`src/rtl/tile_blitter.sv`:
```
// Tile blitter: walks a 7x7 texture tile in raster order and emits one pixel
// write per opaque texel into the 96x64 frame buffer address space.
module tile_blitter #(
  parameter int TILE_COLS = 13,
  parameter int TILE_ROWS = 9
) (
  input  logic       clk,
  input  logic       rst_n,
  input  logic       req_valid,
  output logic       req_ready,
  input  logic [3:0] req_col,
  input  logic [3:0] req_row,
  input  logic [3:0] req_wall,
  input  logic [2:0] req_special,
  input  logic       req_transp,
  output logic [3:0] tex_wall_sel,
  output logic [2:0] tex_special_sel,
  output logic [5:0] tex_pos,
  input  logic [3:0] tex_data,
  output logic       wr_valid,
  input  logic       wr_ready,
  output logic [6:0] wr_x,
  output logic [5:0] wr_y,
  output logic [3:0] wr_data,
  output logic       done,
  output logic       err
);

  typedef enum logic [1:0] {
    IDLE,
    DRAW,
    DONE
  } state_t;

  state_t     state_q, state_d;
  logic [2:0] r_q, c_q, r_d, c_d;
  logic [3:0] col_q, row_q, wall_q;
  logic [2:0] special_q;
  logic       transp_q;
  logic       err_q;

  logic accept;
  logic out_of_range;
  logic skip;
  logic advance;

  assign req_ready    = (state_q == IDLE);
  assign accept       = req_valid && req_ready;
  assign out_of_range = (int'(req_col) >= TILE_COLS) || (int'(req_row) >= TILE_ROWS);

  // Texel selection; the ROM answers combinationally in the same cycle.
  assign tex_wall_sel    = wall_q;
  assign tex_special_sel = special_q;
  assign tex_pos         = 6'd48 - (6'(r_q) * 6'd7 + 6'(c_q));

  // A transparent zero texel is consumed without a write in the same cycle.
  assign skip     = transp_q && (tex_data == 4'h0);
  assign wr_valid = (state_q == DRAW) && !skip;
  assign advance  = (state_q == DRAW) && (skip || wr_ready);

  // Coordinates depend only on registered state, so they hold through stalls.
  assign wr_x    = 7'(col_q) * 7'd7 + 7'(c_q);
  assign wr_y    = 6'(row_q) * 6'd7 + 6'(r_q);
  assign wr_data = tex_data;

  assign done = (state_q == DONE);
  assign err  = (state_q == DONE) && err_q;

  always_comb begin
    // NOTE: every signal written here gets a default first so no path leaves it unassigned (no latch).
    state_d = state_q;
    r_d     = r_q;
    c_d     = c_q;
    unique case (state_q)
      IDLE: begin
        if (accept) begin
          r_d     = 3'd0;
          c_d     = 3'd0;
          state_d = out_of_range ? DONE : DRAW;
        end
      end
      DRAW: begin
        if (advance) begin
          if (c_q == 3'd6) begin
            c_d = 3'd0;
            if (r_q == 3'd6) begin
              r_d     = 3'd0;
              state_d = DONE;
            end else begin
              r_d = r_q + 3'd1;
            end
          end else begin
            c_d = c_q + 3'd1;
          end
        end
      end
      DONE:    state_d = IDLE;
      default: state_d = IDLE;
    endcase
  end

  always_ff @(posedge clk or negedge rst_n) begin
    if (!rst_n) begin
      state_q <= IDLE;
      r_q     <= 3'd0;
      c_q     <= 3'd0;
    end else begin
      // NOTE: sequential state uses non-blocking assignment so all flops update together at the edge.
      state_q <= state_d;
      r_q     <= r_d;
      c_q     <= c_d;
    end
  end

  // Request fields are captured once on acceptance and held until the next one.
  always_ff @(posedge clk or negedge rst_n) begin
    if (!rst_n) begin
      col_q     <= 4'd0;
      row_q     <= 4'd0;
      wall_q    <= 4'd0;
      special_q <= 3'd0;
      transp_q  <= 1'b0;
      err_q     <= 1'b0;
    end else if (accept) begin
      col_q     <= req_col;
      row_q     <= req_row;
      wall_q    <= req_wall;
      special_q <= req_special;
      transp_q  <= req_transp;
      err_q     <= out_of_range;
    end
  end

endmodule

```
`config.mk`:
```
export PLATFORM = sky130hd
export DESIGN_NAME = tile_blitter
export DESIGN_NICKNAME = d
export VERILOG_FILES = /design/src/rtl/tile_blitter.sv
export SDC_FILE = /design/constraint.sdc
export NUM_CORES = 1
export LEC_CHECK = 0
export ABC_CLOCK_PERIOD_IN_PS = 7900
export BUFFER_PORTS_ARGS = -buffer_cell sky130_fd_sc_hd__buf_2
export CORE_MARGIN = 2
export CORE_UTILIZATION = 30
export CTS_CLUSTER_SIZE = 25
export DETAILED_ROUTE_END_ITERATION = 10
export SLEW_MARGIN = 30
export SYNTH_ARGS = -nofsm -noshare
export SYNTH_HDL_FRONTEND = slang
export SYNTH_SLANG_ARGS = --single-unit
export TNS_END_PERCENT = 5
```
`constraint.sdc`:
```
create_clock -name clk -period 7.9 [get_ports clk]
set_input_delay 1.58 -clock clk [delete_from_list [all_inputs] [get_ports clk]]
set_output_delay 1.58 -clock clk [all_outputs]
set_load 0.05 [all_outputs]
```
# Word-level counts from Yosys, hierarchy flattened
# Cells that the tools add are included.
[totals]
register_bits = 25
in_bits = 24
out_inout_bits = 34
wordCells = 56
[classes]
add_sub_neg = 6
n_mul = 3
n_lt_le_gt_ge = 2
n_eq_ne = 8
mux = 14
n_reduce_logical = 14
[ops]
columns = ["cell", "count"]
rows = [
  ["2-to-1 mux 3 bit", 6],
  ["adder 6 x 3 -> 6 bit", 2],
  ["one-hot mux 3 bit (2 select lines)", 2],
  ["2-to-1 mux 2 bit", 5],
  [">= comparator 4 bit, second input constant", 2],
  ["AND reduction 4 bit", 2],
  ["adder 7 x 3 -> 7 bit", 1],
  ["multiplier 4 x 3 -> 7 bit, second input constant", 1],
  ["adder 3 x 1 -> 3 bit, second input constant", 2],
  ["== test 3 bit, second input constant", 2],
  ["multiplier 3 x 3 -> 6 bit, second input constant", 1],
  ["multiplier 4 x 3 -> 6 bit, second input constant", 1],
  ["!= test 2 x 1 -> 1 bit, second input constant", 3],
  ["subtractor 6 bit, first input constant", 1],
  ["logical AND 1 bit", 5],
  ["logical NOT 4 bit", 1],
  ["one-hot mux 2 bit (2 select lines)", 1],
  ["AND reduction 3 bit", 1],
  ["== test 2 x 1 -> 1 bit, second input constant", 1],
  ["== test 2 bit, second input constant", 1],
  ["logical NOT 2 bit", 1],
  ["logical OR 1 bit", 2],
  ["!= test 2 bit, second input constant", 1],
  ["nonzero test 2 bit", 1],
  ["logical NOT 1 bit", 1],
]

# Logic depth before layout (Yosys ltp)
# Gate-level depths: netlist of run 1.
[depth]
word_depth = 6
depth_mapped = 10
mapped_depth_nobuf = 10

# Worst setup path after synthesis of run 1
# OpenSTA, ideal clock, no wires.
[synth_timing]
kind = "register to output"
startpoint = "register r_q[0]"
endpoint = "output port tex_pos[4]"
arrival_time_ps = 3168
required_time_ps = 6320
setup_slack_ps = 3152
path_stages_with_launch = 8
n_path_buf = 0
cell_sequence = "dfrtp_1 > ha_1 > fa_1 > fa_1 > inv_1 > ha_1 > fa_1 > xor2_1"
[synth_via]
elab_chain_cells = 3
[synth_lines]
columns = ["item", "line", "rtl"]
rows = [
  ["start: declaration", "36", "logic [2:0] r_q, c_q, r_d, c_d;"],
  ["start signal: assignment", "110", "r_q <= r_d;"],
  ["multiplier 3 x 3 -> 6 bit", "54", "assign tex_pos = 6'd48 - (6'(r_q) * 6'd7 + 6'(c_q));"],
  ["adder 6 x 3 -> 6 bit", "54", ""],
  ["subtractor 6 bit", "54", ""],
  ["end: declaration", "18", "output logic [5:0] tex_pos,"],
]
# No other way between the ends.

# Worst setup path after layout of run 1
# Ends and elaborated chain as after synthesis.

==> summary.txt, run 1 <==
Outcome
  • Run status: finished, final reports clean

Yosys
  • Avg Inst Size Synth: 10.5 sq um
  • Synthesized area: 2180 sq um
  • Synth Instances: 208
  • Mapped Nets: 280
  • Register bit total from synthesis: 25
  • Asr flop ratio synth: 1.00
  • Top FF cell, synth: dfrtp_1
  • Synth warnings: 0
  • Synth unique cells: 43
  • Sequential share of the synthesized area: 0.286
  • Number of synthesized flops with an enable pin: 0

Clocking
  • # clock sinks: 25
  • CTS Root Cell: clkbuf_8
  • Clock Latency Late Sink: 270 ps
  • CTS H-tree lvls: 1
  • CTS Buf Count: 3
  • Setup Buffers After CTS: 0
  • # hold bufs at CTS: 0
  • Clock transition at path regs: 90 ps
  • CTS tree: yes
  • CTS max path bufs: 2
  • Post-CTS resize count: 0

Setup path
  • CP startpoint kind: flip-flop
  • Critical path required time: 6320 ps
  • Crit Path Category: flip-flop to primary output
  • Worst EP arrival: 3200 ps
  • Flop2flop setup slack: 6130 ps
  • CP max FO: 9
  • Setup crit end kind: primary output

Global route
  • Total gr overflow: 0
  • First-pass GRT wire length: 7.07 mm
  • Number of global-route vias before repair: 1610
  • Antenna violations before repair: 0
  • GRT Overall Usage: 0.113
  • Largest net degree at the start of global routing: 26

Cells and area
  • Reg area: 626 sq um
  • Area of the multi-input gates: 1370 sq um
  • Fraction of layout instances using a drive strength above 1: 0.295
  • Layout net count: 337
  • Antenna cells: 0
  • Fillers: 770
  • Post-route insts no fill: 363
  • P&R area growth vs syn: 19.1%

Route
  • Met1 wire length: 1.86 mm
  • Vias: 1594
  • Uppermost layer routed: met4
  • ANT nets after route: 0
  • DRT Wirelength: 4.08 mm
  • Drt first-iter violations: 18
  • Vias per cell: 4.39
  • Pre-Repair DR Iteration Count: 4
  • # DRC: 0
  • Drt wl/cell: 11.2 microns
  • Met3 Wirelength: 237 microns
  • Met2 WL: 1.96 mm

Die
  • Initial Util: 0.306
  • Height of the die: 89.3 microns
  • Cell row count: 31
  • Core area: 7140 sq um
  • Die ar.: 7980 sq um
  • Die X: 89.3 microns
  • I/O pin cnt: 58

Timing
  • Slew HR: 0.601
  • Clock Skew: 3.35 ps
  • Final period util: 0.606
  • Count of final max-slew check failures: 0
  • Final number of hold-violating endpoints: 0
  • Setup ws final: 3120 ps
  • Hold slack: 496 ps
  • RSZ-0062 raised after global routing: false
  • Setup TNS: 0 ps
  • Fmax: 209 MHz
  • Final Setup Violations: 0
  • Slew @ Worst Pin: 599 ps
  • Min Tclk post-route: 4780 ps

Place
  • Place WS: 3390 ps
  • Number of port buffers: 57
  • Dpl cells: 359
  • Gpl congestion: 0.742
  • Dpl hpwl: 3.41 mm

Run
  • Max_cap viols: 0

Min path
  • Worst Hold Class: flip-flop to flip-flop
stage by stage:
stage	util	instance area, sq um
2_1_floorplan	-	2180
3_3_place_gp	0.358	2550
3_5_place_dp	0.358	2550
4_1_cts	0.364	2600
5_1_grt	0.364	2600
6_report	0.364	2600
worst max-delay path, stage by stage (launching register included):
cell	delay, ps
dfrtp_1	500
ha_1	370
fa_1	500
fa_1	540
inv_1	40
ha_1	210
fa_1	380
xor2_1	120
buf_2	270
synth_stat cells (3+ instances only):
cell | n | area, sq um
xnor2_1 | 6 | 52.6
a31oi_1 | 3 | 18.8
dfrtp_1 | 25 | 626
a21o_1 | 3 | 22.5
nor2_1 | 3 | 11.3
o21ai_0 | 13 | 65.1
inv_1 | 38 | 143
xor2_1 | 5 | 43.8
fa_1 | 13 | 260
nand2_1 | 13 | 48.8
nor2b_1 | 3 | 18.8
ha_1 | 35 | 438
a21oi_1 | 7 | 35.0
buf_4 | 4 | 30.0
mux2_4 | 5 | 75.1
mux2_2 | 5 | 56.3
metal layers:
layer  vias to the layer above  global-route usage
met5                         -                   0
met4                         0              0.0163
met3                         2              0.0305
met2                        40               0.200
met1                       745               0.140
li1                        807                   -
worst paths after layout:
path,startpoint,depth (start not counted),endpoint
max,r_q[0],8,tex_pos[4]
min,err_q,1,err_q
max reg2reg,state_q[0],3,col_q[0]
min reg2reg,err_q,1,err_q
max in group asynchronous,rst_n,1,c_q[0]
min in group asynchronous,rst_n,1,tex_wall_sel[2]
state kept, by name, indices dropped and copies added (netlist names):
name             count
transp_q             1
err_q                1
row_q                4
col_q                4
state_q              2
c_q                  3
tex_wall_sel         4
tex_special_sel      3
r_q                  3
placed cells by master, fill, tap and decap left out, types with 3 or more instances in the layout:
cell type | synthesis | final
mux2_2 | 5 | 5
mux2_4 | 5 | 5
a21oi_1 | 7 | 7
a21o_1 | 3 | 3
xor2_1 | 5 | 5
o21ai_0 | 13 | 13
nor2b_1 | 3 | 3
clkbuf_8 | 0 | 3
fa_1 | 13 | 13
a31oi_1 | 3 | 3
inv_1 | 38 | 38
buf_2 | 1 | 57
nor2_1 | 3 | 3
xnor2_1 | 6 | 6
ha_1 | 35 | 35
dfrtp_1 | 25 | 25
nand2_1 | 13 | 13
cell families (layout without fill, tap and decap cells):
logic type	Yosys count	after routing	synth area share
multiplexers	10	10	0.0601
AND/OR/NAND/NOR	32	32	0.0894
XOR/XNOR	11	11	0.0441
flip-flops	25	25	0.286
adder cells (fa/ha/maj)	48	48	0.320
AO/OA/AOI/OAI	38	38	0.114
buffers and inverters	44	100	0.0865
cell type report:
| class | instances | share of cell area |
|---|---|---|
| multi-input cells | 139 | 0.527 |
| flip-flops and latches | 25 | 0.241 |
| repair buffers | 58 | 0.113 |
| inverters | 38 | 0.0548 |
| well taps | 99 | 0.0476 |
| clock buffers | 3 | 0.0159 |
| clock inverters | 1 | 0.00192 |
Power of run 1 is left out: the tool's default activity adds up to more than one toggle a clock period on the data nets, which glitch-free logic cannot reach.
==> run 2: changes to the inputs <==
--- a/config.mk
+++ b/config.mk
@@ -5,7 +5,7 @@
 export SDC_FILE = /design/constraint.sdc
 export NUM_CORES = 1
 export LEC_CHECK = 0
-export ABC_CLOCK_PERIOD_IN_PS = 7900
+export ABC_CLOCK_PERIOD_IN_PS = 4850
 export BUFFER_PORTS_ARGS = -buffer_cell sky130_fd_sc_hd__buf_2
 export CORE_MARGIN = 2
 export CORE_UTILIZATION = 30
==> constraint.sdc (replaced) <==
create_clock -name clk -period 4.85 [get_ports clk]
set_input_delay 0.97 -clock clk [delete_from_list [all_inputs] [get_ports clk]]
set_output_delay 0.97 -clock clk [all_outputs]
set_load 0.05 [all_outputs]
==> run 2 against run 1 <==
Against the previous run:
- cell area barely moved
- sequential cell count stayed put
- worst setup slack worse by 2400 ps
- cell count unchanged
- core utilization about the same
- critical path depth is the same
- highest routed layer is now met3
==> summary.txt, run 2 (same netlist as run 1, synthesis figures left out) <==
Setup path
  • CP dominant cell by count: fa_1
  • CP startpoint kind: flip-flop
  • CP max FO: 9
  • Crit Path Category: flip-flop to primary output
  • Setup crit end kind: primary output
  • Worst Path Buf+Inv: 2
  • CP peak stage delay: 550 ps
  • Crit path cell chain: ha_1 -> fa_1 -> fa_1 -> inv_1 -> ha_1 -> fa_1 -> xor2_1 -> buf_2
  • CP max-delay cell: fa_1
  • Critical path required time: 3880 ps
  • Worst EP arrival: 3200 ps
  • CP top delay family: adder cells

Cells and area
  • Reg area: 626 sq um
  • Layout net count: 337
  • Fraction of layout instances using a drive strength above 1: 0.292
  • Antenna cells: 0
  • Most frequent cells in the layout: buf_2 (57), inv_1 (38), ha_1 (35)
  • Commonest non-fill, non-tap cell in the layout: buf_2
  • Area of the multi-input gates: 1370 sq um
  • P&R area growth vs syn: 19.0%
  • Fillers: 772

Route
  • DRT Wirelength: 4.08 mm
  • ANT nets after route: 0
  • # DRC: 0
  • Vias: 1577
  • Vias per cell: 4.34
  • Drt wl/cell: 11.2 microns
  • Drt first-iter violations: 30
  • Pre-Repair DR Iteration Count: 4

Timing
  • Slew HR: 0.611
  • Fmax: 240 MHz
  • Final Setup Violations: 0
  • Final number of hold-violating endpoints: 0
  • Slew @ Worst Pin: 583 ps
  • Min Tclk post-route: 4170 ps
  • RSZ-0062 raised after global routing: false
  • Count of final max-slew check failures: 0
  • Final period util: 0.859
  • Clock Skew: 3.47 ps
  • Setup TNS: 0 ps

Clocking
  • # hold bufs at CTS: 0
  • Clock Latency Late Sink: 260 ps
  • CTS tree: yes
  • CTS max path bufs: 2
  • Clock transition at path regs: 80 ps
  • CTS H-tree lvls: 1
  • CTS Root Cell: clkbuf_8
  • CTS Buf Count: 3
  • # clock sinks: 25
  • Setup Buffers After CTS: 0
  • Post-CTS resize count: 0

Die
  • Die X: 89.3 microns
  • I/O pin cnt: 58
  • Initial Util: 0.306
  • Cell row count: 31
  • Die ar.: 7980 sq um
  • Core area: 7140 sq um
  • Height of the die: 89.3 microns

Place
  • Dpl hpwl: 3.44 mm
  • Number of port buffers: 57
  • Gpl congestion: 0.742

Min path
  • Worst Hold Class: flip-flop to flip-flop

Global route
  • Number of global-route vias before repair: 1657
  • First-pass GRT wire length: 7.02 mm
  • Antenna violations before repair: 0
  • GRT Overall Usage: 0.111
  • Largest net degree at the start of global routing: 26
  • Total gr overflow: 0

Run
  • Max_cap viols: 0

Outcome
  • Run status: finished, final reports clean
[run 2: per-layer routing]
metal / GRT usage / wire length, microns / part of all wire
met2: 0.203 / 1970 / 0.48
met1: 0.136 / 1900 / 0.47
met5: 0 / 0 / 0
met4: 0.0122 / 0 / 0
met3: 0.0268 / 215 / 0.053
[run 2: through the flow]
step           utilization  instances  area [sq um]  setup WS (ps)  hold WS, ps
5_1_grt              0.364        363          2600            538          528
4_1_cts              0.364        363          2600            655          513
2_1_floorplan            -        208          2180            712          456
3_5_place_dp         0.358        359          2550            952          487
6_report             0.364        363          2600            683          508
3_3_place_gp         0.358        359          2550            998          479
[run 2: layout make-up]
type                       count  share of cell area
inverter                      38              0.0549
clock buffer                   4              0.0173
sequential                    25               0.241
multi-input combinational    139               0.527
tap                           99              0.0476
timing repair buffer          58               0.113
[run 2: path summary, 6_finish.rpt]
| path | start | endpoint | slack (ps) | cells past startpoint |
|---|---|---|---|---|
| worst max-delay path | r_q[0] | tex_pos[4] | 680 | 8 |
| worst min-delay path | err_q | err_q | 510 | 1 |
| worst max register to register | state_q[0] | col_q[0] | 3090 | 3 |
| worst min register to register | err_q | err_q | 510 | 1 |
| max in group asynchronous | rst_n | r_q[0] | 3780 | 1 |
| min in group asynchronous | rst_n | tex_wall_sel[2] | 690 | 1 |
Power of run 2 is left out for the same reason.
==> run 3: changes to the inputs <==
--- a/config.mk
+++ b/config.mk
@@ -8,9 +8,11 @@
 export ABC_CLOCK_PERIOD_IN_PS = 4850
 export BUFFER_PORTS_ARGS = -buffer_cell sky130_fd_sc_hd__buf_2
 export CORE_MARGIN = 2
-export CORE_UTILIZATION = 30
+export CORE_UTILIZATION = 50
 export CTS_CLUSTER_SIZE = 25
 export DETAILED_ROUTE_END_ITERATION = 10
+export PLACE_DENSITY = 0.76
+export SETUP_SLACK_MARGIN = 0.05
 export SLEW_MARGIN = 30
 export SYNTH_ARGS = -nofsm -noshare
 export SYNTH_HDL_FRONTEND = slang
==> run 3 against run 2 <==
Against the previous run:
- cell count shrank 13%
- clock skew rose by 1.5 ps
- register-to-register slack gained 100 ps
- die area decreased by 38%
- first-iteration DRC count increased to 2.7 times the previous value
- highest routed layer is now met4
==> summary.txt, run 3 (same netlist as run 1, synthesis figures left out) <==
Setup path
  • Flop2flop setup slack: 3190 ps
  • CP startpoint kind: flip-flop
  • Worst EP arrival: 3200 ps
  • Setup crit end kind: primary output
  • Critical path required time: 3880 ps
  • CP max FO: 9
  • Crit Path Category: flip-flop to primary output

Global route
  • Top Usage Layer GRT: met2
  • Number of global-route vias before repair: 1586
  • GRT met1 Usage: 0.240
  • Total gr overflow: 0
  • GR Util met2: 0.289
  • Largest net degree at the start of global routing: 26
  • First-pass GRT wire length: 7.03 mm
  • Met3 Use GR: 0.0390
  • Antenna violations before repair: 0
  • GRT Overall Usage: 0.176

Clocking
  • Post-CTS resize count: 0
  • CTS Buf Count: 3
  • # hold bufs at CTS: 0
  • CTS tree: yes
  • # clock sinks: 25
  • CTS max path bufs: 2
  • Setup Buffers After CTS: 0
  • Clock Latency Late Sink: 280 ps
  • CTS Root Cell: clkbuf_8
  • Clock transition at path regs: 100 ps
  • CTS H-tree lvls: 1

Timing
  • Slew @ Worst Pin: 533 ps
  • Fmax: 240 MHz
  • Final Setup Violations: 0
  • Final number of hold-violating endpoints: 0
  • Clock Skew: 4.92 ps
  • Count of final max-slew check failures: 0
  • Min Tclk post-route: 4170 ps
  • Final period util: 0.861
  • RSZ-0062 raised after global routing: false
  • Slew HR: 0.645
  • Setup TNS: 0 ps

Route
  • Pre-Repair DR Iteration Count: 4
  • Drt first-iter violations: 81
  • DRT Wirelength: 3.82 mm
  • Vias: 1605
  • ANT nets after route: 0
  • Vias per cell: 5.06
  • Drt wl/cell: 12.1 microns
  • # DRC: 0

Cells and area
  • Fillers: 361
  • Most frequent cells in the layout: buf_2 (57), inv_1 (38), ha_1 (35)
  • Commonest non-fill, non-tap cell in the layout: buf_2
  • Reg area: 626 sq um
  • Layout net count: 338
  • Antenna cells: 0
  • Area of the multi-input gates: 1370 sq um
  • P&R area growth vs syn: 17.2%
  • Fraction of layout instances using a drive strength above 1: 0.298

Die
  • Initial Util: 0.509
  • Die ar.: 4910 sq um
  • Core area: 4290 sq um
  • Height of the die: 70.1 microns
  • Cell row count: 24
  • Die X: 70.1 microns
  • I/O pin cnt: 58

Place
  • Number of port buffers: 57
  • Gpl congestion: 0.768
  • Dpl hpwl: 3.17 mm

Run
  • Max_cap viols: 0

Min path
  • Worst Hold Class: flip-flop to flip-flop

Outcome
  • Run status: finished, final reports clean
-- run 3: changes by cell type in the layout (fill, tap and decap cells not counted) --
cell,before,now
clkbuf_1,1,0
buf_6,0,2
inv_6,0,1
buf_4,1,0
-- run 3: critical path, stage by stage, from the launching register on --
cell	delay [ps]
dfrtp_1	490
ha_1	350
fa_1	500
fa_1	560
inv_1	40
ha_1	220
a21o_1	180
a21oi_1	180
xnor2_1	140
buf_2	280
-- run 3: metrics by stage --
step,utilization,cells,area [sq um],setup WS [ps],hold slack [ps]
floorplan,-,208,2180,712,456
global placement,0.580,311,2490,1040,471
detailed placement,0.585,313,2510,945,476
CTS,0.596,317,2560,634,499
global route,0.596,317,2560,553,527
finish,0.596,317,2560,675,496
-- run 3: cell type report --
| type | count | share of cell area |
|---|---|---|
| Clock inverter | 1 | 0.00342 |
| Multi-Input combinational cell | 139 | 0.535 |
| Sequential cell | 25 | 0.244 |
| Timing Repair Buffer | 59 | 0.120 |
| Tap cell | 52 | 0.0254 |
| Inverter | 38 | 0.0557 |
| Clock buffer | 3 | 0.0161 |
-- run 3: layer usage --
layer  share of wire  vias up
li1                -      815
met1            0.46      744
met2            0.47       40
met3           0.049        6
met4           0.013        0
met5               0        -
-- run 3: path summary, 6_finish.rpt --
path                       startpoint            endpoint  depth (start not counted)
max                            r_q[0]          tex_pos[5]                          9
max in group asynchronous       rst_n              r_q[0]                          1
min reg2reg                     err_q               err_q                          1
min in group asynchronous       rst_n  tex_special_sel[2]                          1
max reg2reg                state_q[0]  tex_special_sel[2]                          4
min                             err_q               err_q                          1
Power of run 3 is left out for the same reason.
